==> src/rtl/poly_result_capture_if.sv <==
// Handshake and readback bundle between the POLY_MAU result stage and its driver.
// master drives the arm/capture/read requests; slave is the capture block itself.
interface poly_result_capture_if #(
    parameter int DW    = 24,
    parameter int DEPTH = 4
);
    localparam int CW = $clog2(DEPTH) + 1;

    logic          start;
    logic          clr;
    logic          mau_valid;
    logic [DW-1:0] mau_o0;
    logic [DW-1:0] mau_o1;
    logic          rd_en;
    logic [15:0]   rd_data;
    logic          rd_valid;
    logic          busy;
    logic          cap_pulse;
    logic [7:0]    latency;
    logic [CW-1:0] fifo_cnt;
    logic          timeout_err;
    logic          overflow;
    logic          stray_valid;
    logic          underflow;

    modport master (
        output start, clr, mau_valid, mau_o0, mau_o1, rd_en,
        input  rd_data, rd_valid, busy, cap_pulse, latency, fifo_cnt,
               timeout_err, overflow, stray_valid, underflow
    );

    modport slave (
        input  start, clr, mau_valid, mau_o0, mau_o1, rd_en,
        output rd_data, rd_valid, busy, cap_pulse, latency, fifo_cnt,
               timeout_err, overflow, stray_valid, underflow
    );
endinterface

==> src/rtl/poly_result_capture.sv <==
// Captures {o1,o0} from the MAU after each armed run, queues it, and serialises
// each 48-bit result as three 16-bit words, with latency and error flags for tracing.
module poly_result_capture #(
    parameter int DW      = 24,
    parameter int DEPTH   = 4,
    parameter int TIMEOUT = 15
) (
    input  logic                 clk,
    input  logic                 rst_n,
    poly_result_capture_if.slave bus
);
    localparam int AW = $clog2(DEPTH);
    localparam int CW = AW + 1;
    localparam logic [7:0] TMR_LAST = 8'(TIMEOUT - 1);

    typedef enum logic [0:0] {
        S_IDLE = 1'b0,
        S_WAIT = 1'b1
    } state_t;

    state_t        state;
    state_t        state_next;
    logic [7:0]    tmr;
    logic [7:0]    tmr_next;
    logic          capture;
    logic          timeout_hit;
    logic          stray;

    logic [2*DW-1:0] mem [DEPTH];
    logic [AW-1:0]   rd_ptr;
    logic [AW-1:0]   wr_ptr;
    logic [CW-1:0]   count;
    logic [1:0]      wptr;
    logic            full;
    logic            empty;
    logic            pop;
    logic            push_ok;
    logic            drop;
    logic [DW-1:0]   head_o0;
    logic [DW-1:0]   head_o1;
    logic [15:0]     word;

    logic [15:0]     rd_data_q;
    logic            rd_valid_q;
    logic [7:0]      latency_q;
    logic            timeout_q;
    logic            overflow_q;
    logic            stray_q;
    logic            underflow_q;

    always_ff @(posedge clk or negedge rst_n) begin
        if (!rst_n) begin
            state <= S_IDLE;
            tmr   <= '0;
        end else begin
            state <= state_next;
            tmr   <= tmr_next;
        end
    end

    // A second start while waiting is deliberately ignored so the timer measures the first arm.
    always_comb begin
        state_next  = state;
        tmr_next    = tmr;
        capture     = 1'b0;
        timeout_hit = 1'b0;
        stray       = 1'b0;
        case (state)
            S_IDLE: begin
                stray = bus.mau_valid;
                if (bus.start) begin
                    state_next = S_WAIT;
                    tmr_next   = '0;
                end
            end
            S_WAIT: begin
                tmr_next = tmr + 8'd1;
                if (bus.mau_valid) begin
                    capture    = 1'b1;
                    state_next = S_IDLE;
                end else if (tmr == TMR_LAST) begin
                    timeout_hit = 1'b1;
                    state_next  = S_IDLE;
                end
            end
            default: state_next = S_IDLE;
        endcase
    end

    assign full    = (count == CW'(DEPTH));
    assign empty   = (count == '0);
    assign pop     = bus.rd_en && !empty && (wptr == 2'd2);
    // A same-cycle pop frees the head slot, so a full FIFO can still accept the push.
    assign push_ok = capture && (!full || pop);
    assign drop    = capture && full && !pop;

    assign head_o0 = mem[rd_ptr][DW-1:0];
    assign head_o1 = mem[rd_ptr][2*DW-1:DW];

    // Word layout assumes DW=24: the 48-bit result split low-to-high into three halves.
    always_comb begin
        word = 16'h0000;
        case (wptr)
            2'd0:    word = head_o0[15:0];
            2'd1:    word = {head_o1[7:0], head_o0[23:16]};
            2'd2:    word = head_o1[23:8];
            default: word = 16'h0000;
        endcase
    end

    always_ff @(posedge clk) begin
        if (push_ok && !bus.clr) begin
            mem[wr_ptr] <= {bus.mau_o1, bus.mau_o0};
        end
    end

    always_ff @(posedge clk or negedge rst_n) begin
        if (!rst_n) begin
            rd_ptr      <= '0;
            wr_ptr      <= '0;
            count       <= '0;
            wptr        <= 2'd0;
            rd_data_q   <= 16'h0000;
            rd_valid_q  <= 1'b0;
            latency_q   <= 8'd0;
            timeout_q   <= 1'b0;
            overflow_q  <= 1'b0;
            stray_q     <= 1'b0;
            underflow_q <= 1'b0;
        end else if (bus.clr) begin
            rd_ptr      <= '0;
            wr_ptr      <= '0;
            count       <= '0;
            wptr        <= 2'd0;
            rd_data_q   <= 16'h0000;
            rd_valid_q  <= 1'b0;
            latency_q   <= 8'd0;
            timeout_q   <= 1'b0;
            overflow_q  <= 1'b0;
            stray_q     <= 1'b0;
            underflow_q <= 1'b0;
        end else begin
            rd_valid_q <= bus.rd_en;
            if (bus.rd_en) begin
                if (empty) begin
                    rd_data_q   <= 16'h0000;
                    underflow_q <= 1'b1;
                end else begin
                    rd_data_q <= word;
                    wptr      <= pop ? 2'd0 : wptr + 2'd1;
                end
            end
            if (pop) begin
                rd_ptr <= rd_ptr + 1'b1;
            end
            if (push_ok) begin
                wr_ptr <= wr_ptr + 1'b1;
            end
            case ({push_ok, pop})
                2'b10:   count <= count + 1'b1;
                2'b01:   count <= count - 1'b1;
                default: count <= count;
            endcase
            if (capture) begin
                latency_q <= tmr + 8'd1;
            end
            if (drop) begin
                overflow_q <= 1'b1;
            end
            if (timeout_hit) begin
                timeout_q <= 1'b1;
            end
            if (stray) begin
                stray_q <= 1'b1;
            end
        end
    end

    assign bus.rd_data     = rd_data_q;
    assign bus.rd_valid    = rd_valid_q;
    assign bus.busy        = (state == S_WAIT);
    assign bus.cap_pulse   = capture;
    assign bus.latency     = latency_q;
    assign bus.fifo_cnt    = count;
    assign bus.timeout_err = timeout_q;
    assign bus.overflow    = overflow_q;
    assign bus.stray_valid = stray_q;
    assign bus.underflow   = underflow_q;

endmodule

==> src/flat_wrapper.sv <==
// flat-port wrapper written by rule: the top's interface ports become plain ports
module poly_result_capture_flat 
#(
    parameter int DW      = 24,
    parameter int DEPTH   = 4,
    parameter int TIMEOUT = 15
)
  (clk, rst_n, bus_start, bus_clr, bus_mau_valid, bus_mau_o0, bus_mau_o1, bus_rd_en, bus_rd_data, bus_rd_valid, bus_busy, bus_cap_pulse, bus_latency, bus_fifo_cnt, bus_timeout_err, bus_overflow, bus_stray_valid, bus_underflow);
  poly_result_capture_if #(.DW(DW), .DEPTH(DEPTH)) bus_i ();
  input  logic clk;
  input  logic rst_n;
  input wire logic [$bits(bus_i.start)-1:0] bus_start;
  input wire logic [$bits(bus_i.clr)-1:0] bus_clr;
  input wire logic [$bits(bus_i.mau_valid)-1:0] bus_mau_valid;
  input wire logic [$bits(bus_i.mau_o0)-1:0] bus_mau_o0;
  input wire logic [$bits(bus_i.mau_o1)-1:0] bus_mau_o1;
  input wire logic [$bits(bus_i.rd_en)-1:0] bus_rd_en;
  output wire logic [$bits(bus_i.rd_data)-1:0] bus_rd_data;
  output wire logic [$bits(bus_i.rd_valid)-1:0] bus_rd_valid;
  output wire logic [$bits(bus_i.busy)-1:0] bus_busy;
  output wire logic [$bits(bus_i.cap_pulse)-1:0] bus_cap_pulse;
  output wire logic [$bits(bus_i.latency)-1:0] bus_latency;
  output wire logic [$bits(bus_i.fifo_cnt)-1:0] bus_fifo_cnt;
  output wire logic [$bits(bus_i.timeout_err)-1:0] bus_timeout_err;
  output wire logic [$bits(bus_i.overflow)-1:0] bus_overflow;
  output wire logic [$bits(bus_i.stray_valid)-1:0] bus_stray_valid;
  output wire logic [$bits(bus_i.underflow)-1:0] bus_underflow;
  assign bus_i.start = bus_start;
  assign bus_i.clr = bus_clr;
  assign bus_i.mau_valid = bus_mau_valid;
  assign bus_i.mau_o0 = bus_mau_o0;
  assign bus_i.mau_o1 = bus_mau_o1;
  assign bus_i.rd_en = bus_rd_en;
  assign bus_rd_data = bus_i.rd_data;
  assign bus_rd_valid = bus_i.rd_valid;
  assign bus_busy = bus_i.busy;
  assign bus_cap_pulse = bus_i.cap_pulse;
  assign bus_latency = bus_i.latency;
  assign bus_fifo_cnt = bus_i.fifo_cnt;
  assign bus_timeout_err = bus_i.timeout_err;
  assign bus_overflow = bus_i.overflow;
  assign bus_stray_valid = bus_i.stray_valid;
  assign bus_underflow = bus_i.underflow;
  poly_result_capture #(.DW(DW), .DEPTH(DEPTH), .TIMEOUT(TIMEOUT)) u_core (.clk(clk), .rst_n(rst_n), .bus(bus_i));
endmodule
==> config.mk <==
export PLATFORM = sky130hd
export DESIGN_NAME = poly_result_capture_flat
export DESIGN_NICKNAME = d
export VERILOG_FILES = /design/src/rtl/poly_result_capture_if.sv /design/src/rtl/poly_result_capture.sv /design/src/flat_wrapper.sv
export SDC_FILE = /design/constraint.sdc
export NUM_CORES = 1
export LEC_CHECK = 0
export CAP_MARGIN = 20
export CORE_MARGIN = 2
export CORE_UTILIZATION = 50
export DETAILED_ROUTE_END_ITERATION = 16
export PLACE_DENSITY = 0.71
export SETUP_SLACK_MARGIN = 0.15
export SLEW_MARGIN = 10
export SYNTH_ARGS = -nofsm -noshare
export SYNTH_HDL_FRONTEND = slang
export SYNTH_SLANG_ARGS = --single-unit
==> constraint.sdc <==
create_clock -name clk -period 3.8 [get_ports clk]
set_input_delay 0.57 -clock clk [delete_from_list [all_inputs] [get_ports clk]]
set_output_delay 0.57 -clock clk [all_outputs]
set_load 0.01 [all_outputs]
==> qor.yml <==
status:
  status: "finished, final reports clean"
clock_network:
  cts_buffers: 25
  cts_tree: "done"
  cts.path.max_buffers: 3
  cts_htree_levels: 1
  cts_root_buf: "clkbuf_16"
  cts_num_sinks: 239
  clk_latency_ns: 0.52
  path_clk_slew_ns: 0.06
sta:
  fin_crit_sh_pct: 73.3
  skew_ns: 0.00886
  maxSlewViolCount: 0
  relSlewSlack_pct: 53.7
  tightest_slew_ns: 0.694
  rsz0062_at_grt: "false"
  fmax_ghz: 0.359
  holdWs_ns: 0.426
  fin_setup_tns_ns: 0
  hold_viol_final: 0
  layout_setup_ws_ns: 1.02
  setup_violations: 0
  fin_crit_ns: 2.78
power:
  ir_drop_v: 0.000514
  power.leakage_nw: 3.88
  seqPwrFrac_pct: 49.5
  switching_share_pct: 21.7
  p_switching_w: 0.00131
  internal_power_w: 0.00473
  powerDensity_mw_per_mm2: 531
  pwr-share-clk_pct: 43.1
  p_total_w: 0.00604
  p_comb_share_pct: 7.3
detailed_routing:
  drt-wirelength-per-cell_um: 21.8
  first_iter_violations: 311
  wirelength_mm: 18.2
  post-route-drc-count: 0
  via_per_inst: 5.73
  dr.pass1.iters: 8
  vias: 4804
  ant_nets: 0
critical_path:
  start_kind: "input pin"
  cp.arrival_ns: 2.21
  worst-path-max-fanout: 18
  endpoint_kind: "primary output"
  worstPathRequired_ns: 3.23
  reg2reg_depth: 5
  crit_type: "in -> out"
synthesis:
  synth_cells: 483
  syn-num-nets: 544
  avgSynthCellArea_sq_um: 19.1
  synth_top_area_cell: "edfxtp_1"
  syn_area_sq_mm: 0.00921
  async_flop_share_pct: 19.7
  yosys-top-cells-count: "edfxtp_1, mux4_2, dfrtp_1"
  synth_top_area_share_pct: 62.6
  synth.distinct_cells: 44
  yosys_most_used_dff: "edfxtp_1"
  yosys_warnings: 0
  synth.area.top_cells: "edfxtp_1, dfrtp_1, mux4_2"
  synth-edff-count: 192
  yosysMostFrequentCell: "edfxtp_1"
  yosysSeqAreaShare_pct: 75.4
  synth-seq-cells: 239
placed_design:
  io_buffers: 87
  postPlaceCellArea_sq_mm: 0.0104
  dpl.hpwl_mm: 10.7
  post-place-ws_ns: 0.683
  gp_congestion: 0.750
cells_and_area:
  layout.nets: 651
  area_growth_pct: 23.4
  n_fill_cell: 1262
  diodes: 0
  design_area_sq_mm: 0.0114
  layout-drive-gt1-share_pct: 19.9
run:
  drv_cap: 0
global_route:
  antenna_found_initial: 0
  grt_max_degree: 49
  overflow: 0
  grt_pass1_wl_mm: 28.8
  gr-usage-all-layers_pct: 19.2
  grt_pass1_vias: 5113
floorplanning:
  die_w_um: 140
  die_area_sq_mm: 0.0195
  rows: 49
  core-area_sq_mm: 0.0180
  die_h_um: 140
  pin_count: 88
  initial_core_util_pct: 51.1
hold_path:
  hold_path.class: "in -> async"
registers in the layout, summed over array words and instances (netlist names), 2 cells and up:
name / cells
u_core.bus.latency: 8
u_core.bus.fifo_cnt: 3
u_core.tmr: 8
u_core.wptr: 2
u_core.mem: 192
u_core.bus.rd_data: 16
u_core.rd_ptr: 2
u_core.wr_ptr: 2
cell type report:
class                           instances  area, sq um  share of cell area (%)
Inverter                                7         26.3                   0.231
Clock buffer                           27          643                    5.66
Clock inverter                         19          259                    2.28
Sequential cell                       239         6940                    61.1
Timing Repair Buffer                  102         1040                    9.14
Multi-Input combinational cell        215         2160                    19.0
Tap cell                              229          287                    2.52
routing by layer:
layer	vias to the layer above	wire length (um)	global-route usage [%]
li1	2146	-	-
met5	-	0	0
met3	21	968	3.34
met4	0	290	5.53
met2	159	9560	32.9
met1	2478	7430	25.6
through the flow:
stage / util (%) / cells
3_3_place_gp: 57.9 / 790
5_1_grt: 63.0 / 838
4_1_cts: 62.9 / 837
6_report: 63.0 / 838
2_1_floorplan: - / 483
3_5_place_dp: 57.9 / 790
final timing paths:
path                                         from                     end  slack (ns)
setup / recovery                    bus_mau_valid           bus_cap_pulse        1.02
hold / removal                              rst_n  u_core.bus.rd_data[15]        0.43
setup reg to reg                   u_core.wptr[1]       u_core.mem[0][34]        1.22
max in group asynchronous                   rst_n        u_core.rd_ptr[1]        2.52
hold reg to reg            u_core.bus.timeout_err  u_core.bus.timeout_err        0.50
min in group clk           u_core.bus.timeout_err  u_core.bus.timeout_err        0.50
power by group through the flow:
stage / sequential [W] / clock [W] / combinational [W]
global placement: 0.00304 / 0 / 0.000427
finish: 0.00299 / 0.00260 / 0.000443
CTS: 0.00299 / 0.00266 / 0.000447
detailed placement: 0.00304 / 0 / 0.000443
global route: 0.00300 / 0.00277 / 0.000485
floorplan: 0.00305 / 0 / 0.000212
placed cells by master, fill, tap and decap left out, drive strengths merged, types with 8 or more instances in the layout:
cell type	instances
a21oi	10
a22oi	32
buf	15
clkbuf	27
clkdlybuf4s50	86
clkinv	11
dfrtp	47
edfxtp	192
inv	8
mux4	48
nand2	30
nor2	25
logic make-up (layout without fill, tap and decap cells):
group           after synthesis  count (layout)  share of synthesized area [%]
buf+inv                      29             155                           1.36
flops                       239             239                           75.4
simple gates                 87              87                           4.81
xor+xnor                      8               8                          0.761
fa+ha+maj                     7               7                           1.03
compound gates               62              62                           4.58
mux                          51              51                           12.1
critical path: stages:
cell,delay [ns]
clkdlybuf4s50_1,0.46
nand2_2,0.17
clkinv_1,0.40
clkdlybuf4s50_1,0.61
timing repair:
item | 4_1_cts | 5_1_grt
endpoints found under the setup margin | 0 | 0
hold buffers | 1 | 0
gates resized for setup | 0 | 0
buffers inserted | 0 | 0
hold endpoints to repair | 8 | 0
Note: power is estimated with default switching activity, not from simulation.
==> patch 1 (config.mk and constraints unchanged) <==
`DEPTH` is set to 4 in 3 places; all go to 2.
--- a/src/rtl/poly_result_capture_if.sv
+++ b/src/rtl/poly_result_capture_if.sv
@@ -4,3 +4,3 @@
     parameter int DW    = 24,
-    parameter int DEPTH = 4
+    parameter int DEPTH = 2
 );
--- a/src/rtl/poly_result_capture.sv
+++ b/src/rtl/poly_result_capture.sv
@@ -4,3 +4,3 @@
     parameter int DW      = 24,
-    parameter int DEPTH   = 4,
+    parameter int DEPTH   = 2,
     parameter int TIMEOUT = 15
--- a/src/flat_wrapper.sv
+++ b/src/flat_wrapper.sv
@@ -4,3 +4,3 @@
     parameter int DW      = 24,
-    parameter int DEPTH   = 4,
+    parameter int DEPTH   = 2,
     parameter int TIMEOUT = 15
Ports: changed (resized bus_fifo_cnt); port bits go from 88 to 87. No check against the original RTL was run, so the function may have changed too.
==> patch 1 against the original RTL <==
Via count is 28% lower. Sequential cell count is 99 lower. Wire length is 36% lower. Setup slack worse by 0.099 ns. Sequential power is 39% lower. Design area is 36% lower. Fmax is 3.4% lower. Register-to-register slack better by 0.03 ns. Total power is 36% lower. First-iteration DRC count is 14% higher. Area after synthesis is 38% lower.
==> patch 1: results (changes against the original RTL) <==
.. list-table::
   :header-rows: 1

   * - Metric
     - Value
   * - Detailed-route wire length on metal 1
     - 5040 um (-32%)
   * - Critical Path Fanout Max
     - 19 (+1)
   * - Routing usage on met2
     - 32.2% (-0.68 points)
   * - Layout clock buffers
     - 21 (-22%)
   * - Commonest cells in the netlist
     - 96 x edfxtp_1, 44 x dfrtp_1, 39 x mux2_2
   * - Maximum vdd drop
     - 392 uV (-24%)
   * - Seq cells post-synth
     - 140 (-41%)
   * - Fraction of final layout cells with drive strength greater than 1
     - 19.8% (-0.037 points)
   * - Routed length on met2
     - 5850 um (-39%)
   * - Largest stage delay on the critical path
     - 0.63 ns (+0.02 ns)
   * - Number of multi-input combinational cells in the layout
     - 203 (-5.6%)
   * - Adder-cell area share of the yosys netlist
     - 0.438% (-0.59 points)
   * - Post-synthesis mux area share
     - 10.5% (-1.6 points)
   * - Run status
     - finished clean
   * - Post-synthesis compound-gate area fraction
     - 9.44% (+4.9 points)
   * - Port Buf Inserts
     - 86 (-1.1%)
   * - LEAKAGE
     - 2.61 nW (-33%)
   * - Signal inverters
     - 8 (+1)
   * - Number of enable flip-flop cells after synthesis
     - 96 (-50%)
   * - Via count of the first global-routing pass
     - 3,533 (-31%)
   * - Register area
     - 0.00399 mm^2 (-43%)
   * - Crit path arrival time
     - 2.31 ns (+0.10 ns)
   * - Synth async-reset ratio
     - 31.4% (+12 points)
   * - Routed wire length
     - 11,600 um (-36%)
   * - GR met3 Demand/Resource
     - 5.63% (+2.3 points)
   * - Worst-case clock buffer depth
     - 2 (-1)
   * - All-Layer GR Usage
     - 19.7% (+0.49 points)
   * - Setup slack after placement
     - 0.821 ns (+0.137 ns)
   * - Total clock network power
     - 0.00166 W (-36%)
   * - Synth Net Count
     - 426 (-22%)
   * - Wire length on met3
     - 618 um (-36%)
   * - Sequential fraction of the synthesis area
     - 69.7% (-5.7 points)
   * - Met1 Track Usage GR
     - 24.8% (-0.86 points)
   * - Worst-Margin Slew
     - 0.940 ns (+0.245 ns)
   * - Non-clock buffer count
     - 93 (-8.8%)
   * - TritonRoute pass-1 iters
     - 5 (-3)
   * - Filler Cells Inserted
     - 818 (-35%)
   * - Weighted congestion reported at the end of routability-driven placement
     - 0.821 (+9.5%)
   * - Deepest level of the CTS H-tree
     - 4 (+3)
   * - Clock network contribution to total cell area
     - 8.07% (+0.13 points)
   * - Combinational share of power
     - 9.9% (+2.6 points)
   * - Final Net Count
     - 519 (-20%)
patch 1: worst paths after layout:
check / start / endpoint / slack [ns] / cells past startpoint
setup reg to reg: u_core.bus.busy / u_core.mem[1][33] / 1.25 / 5
max in group asynchronous: rst_n / u_core.wptr[0] / 2.82 / 2
hold / removal: rst_n / u_core.bus.overflow / 0.24 / 1
min in group clk: u_core.bus.rd_data[0] / u_core.bus.rd_data[0] / 0.48 / 2
setup / recovery: bus_mau_valid / bus_cap_pulse / 0.92 / 4
hold reg to reg: u_core.bus.rd_data[0] / u_core.bus.rd_data[0] / 0.48 / 2
patch 1: per-stage QoR:
| stage | util [%] | std cells | power, W | area, um^2 |
|---|---|---|---|---|
| finish | 64.7 | 617 | 0.00385 | 7300 |
| global route | 64.7 | 617 | 0.00399 | 7300 |
| global placement | 59.5 | 587 | 0.00221 | 6710 |
| detailed placement | 59.5 | 587 | 0.00222 | 6710 |
| CTS | 64.7 | 617 | 0.00388 | 7300 |
| floorplan | - | 370 | 0.00204 | 5720 |
==> patch 2 (same settings) <==
Made on the original files. Make the reset (`rst_n`) synchronous in 2 clocked blocks.
--- a/src/rtl/poly_result_capture.sv
+++ b/src/rtl/poly_result_capture.sv
@@ -50,3 +50,3 @@
 
-    always_ff @(posedge clk or negedge rst_n) begin
+    always_ff @(posedge clk) begin
         if (!rst_n) begin
@@ -116,3 +116,3 @@
 
-    always_ff @(posedge clk or negedge rst_n) begin
+    always_ff @(posedge clk) begin
         if (!rst_n) begin
Behaviour: differs if rst_n is asserted again (counterexample within 4 cycles, from zero or initial values and one cycle with rst_n low); with rst_n held inactive, the same outputs for 4 cycles.
==> patch 2 against the original RTL <==
Sequential cell count rose by 2. First-iteration DRC count grew 30%. Via count increased by 14%. Wire length rose by 8.5%. Design area up 2.1%. Fmax down 3.9%. Highest routed layer unchanged. Setup slack got worse by 0.11 ns. Area after synthesis is 2.7% higher.
Power is not compared: it rests on default switching activity, and its combinational part moved more than twofold at a synthesized area within 25%.
==> patch 2: results (changes against the original RTL) <==
.. list-table::
   :header-rows: 1

   * - Metric
     - Value
   * - GR met3 Demand/Resource
     - 2.94% (-0.40 points)
   * - Worst hold slack
     - 0.465 ns (+0.0392 ns)
   * - Largest stage delay on the critical path
     - 0.64 ns (+0.03 ns)
   * - Final setup skew
     - 0.0147 ns (+0.00584 ns)
   * - Worst-Margin Slew
     - 1.09 ns (+0.395 ns)
   * - Mean instance size in the synthesized netlist
     - 15.7 um^2 (-18%)
   * - Largest net degree at the start of global routing
     - 63 (+29%)
   * - Routing usage on met2
     - 33.3% (+0.43 points)
   * - First-pass GRT wire length
     - 30,100 um (+4.5%)
   * - Via count of the first global-routing pass
     - 5,487 (+7.3%)
   * - Classification of the worst-slack hold path
     - flop to flop
   * - Post-synthesis share of cell area spent on xor and xnor gates
     - 0.834% (+0.073 points)
   * - DRT iter0 DRCs
     - 405 (+30%)
   * - Worst setup slack for register-to-register paths
     - 1.14 ns (-0.08 ns)
   * - Routed wire length
     - 19,800 um (+8.5%)
   * - Distinct cells, synth
     - 48 (+9.1%)
   * - Startpoint of the most critical setup path
     - u_core.bus.busy
   * - Run status
     - finished clean
   * - Placed cell count
     - 907 (+15%)
   * - Number of antenna violations at the first check in global routing
     - 1 (+1)
   * - Post-synthesis compound-gate area fraction
     - 7.15% (+2.6 points)
   * - Num CTS Buffers
     - 24 (-4.0%)
   * - Crit path arrival time
     - 2.33 ns (+0.12 ns)
   * - Weighted congestion reported at the end of routability-driven placement
     - 0.765 (+2.1%)
   * - Synth async-reset ratio
     - 0% (-20 points)
   * - Critical Path Fanout Max
     - 19 (+1)
   * - Setup slack after placement
     - 0.821 ns (+0.137 ns)
   * - Commonest cells in the netlist
     - 192 x edfxtp_1, 76 x mux2i_1, 49 x dfxtp_1
   * - P_sw
     - approximately 0.0010 W
   * - Critical R2R Capture
     - u_core.bus.fifo_cnt[2]
   * - Worst Reg-to-Reg Cells
     - 8 (+3)
   * - Post-synthesis mux area share
     - 10.9% (-1.2 points)
   * - Met1 Track Usage GR
     - 25.7% (+0.042 points)
   * - Estimated wirelength of the detail-placed design
     - 12,300 um (+15%)
   * - Final Net Count
     - 764 (+17%)
   * - Final Worst Setup Slack
     - 0.904 ns (-0.112 ns)
   * - Beginning of the worst register-to-register path
     - u_core.wptr[0]
   * - Fraction of final layout cells with drive strength greater than 1
     - 9.48% (-10 points)
   * - Adder-cell area share of the yosys netlist
     - 1.54% (+0.50 points)
   * - Dpl cell area
     - 0.0107 mm^2 (+2.5%)
[patch 2: changes by cell type in the layout (fill, tap and decap cells not counted), moves of 30 or more]
cell	change
dfrtp_1	-46
dfxtp_1	+48
a22oi_1	-32
mux2i_1	+74
o22ai_1	+30
mux4_2	-43
[patch 2: area by class of cell]
type | count | area, um^2
Fill cell | 1369 | 7050
Sequential cell | 241 | 6750
Multi-Input combinational cell | 321 | 2520
Timing Repair Buffer | 101 | 1090
Clock buffer | 31 | 677
Tap cell | 234 | 293
Clock inverter | 13 | 225
Inverter | 10 | 37.5
Antenna cell | 1 | 2.50
[patch 2: routing by layer]
| layer | vias up | share of wire [%] | routed length [um] |
|---|---|---|---|
| met5 | - | 0 | 0 |
| met2 | 174 | 50 | 9970 |
| met4 | 0 | 2.5 | 501 |
| met3 | 29 | 4.9 | 974 |
| met1 | 2761 | 42 | 8340 |
| li1 | 2529 | - | - |
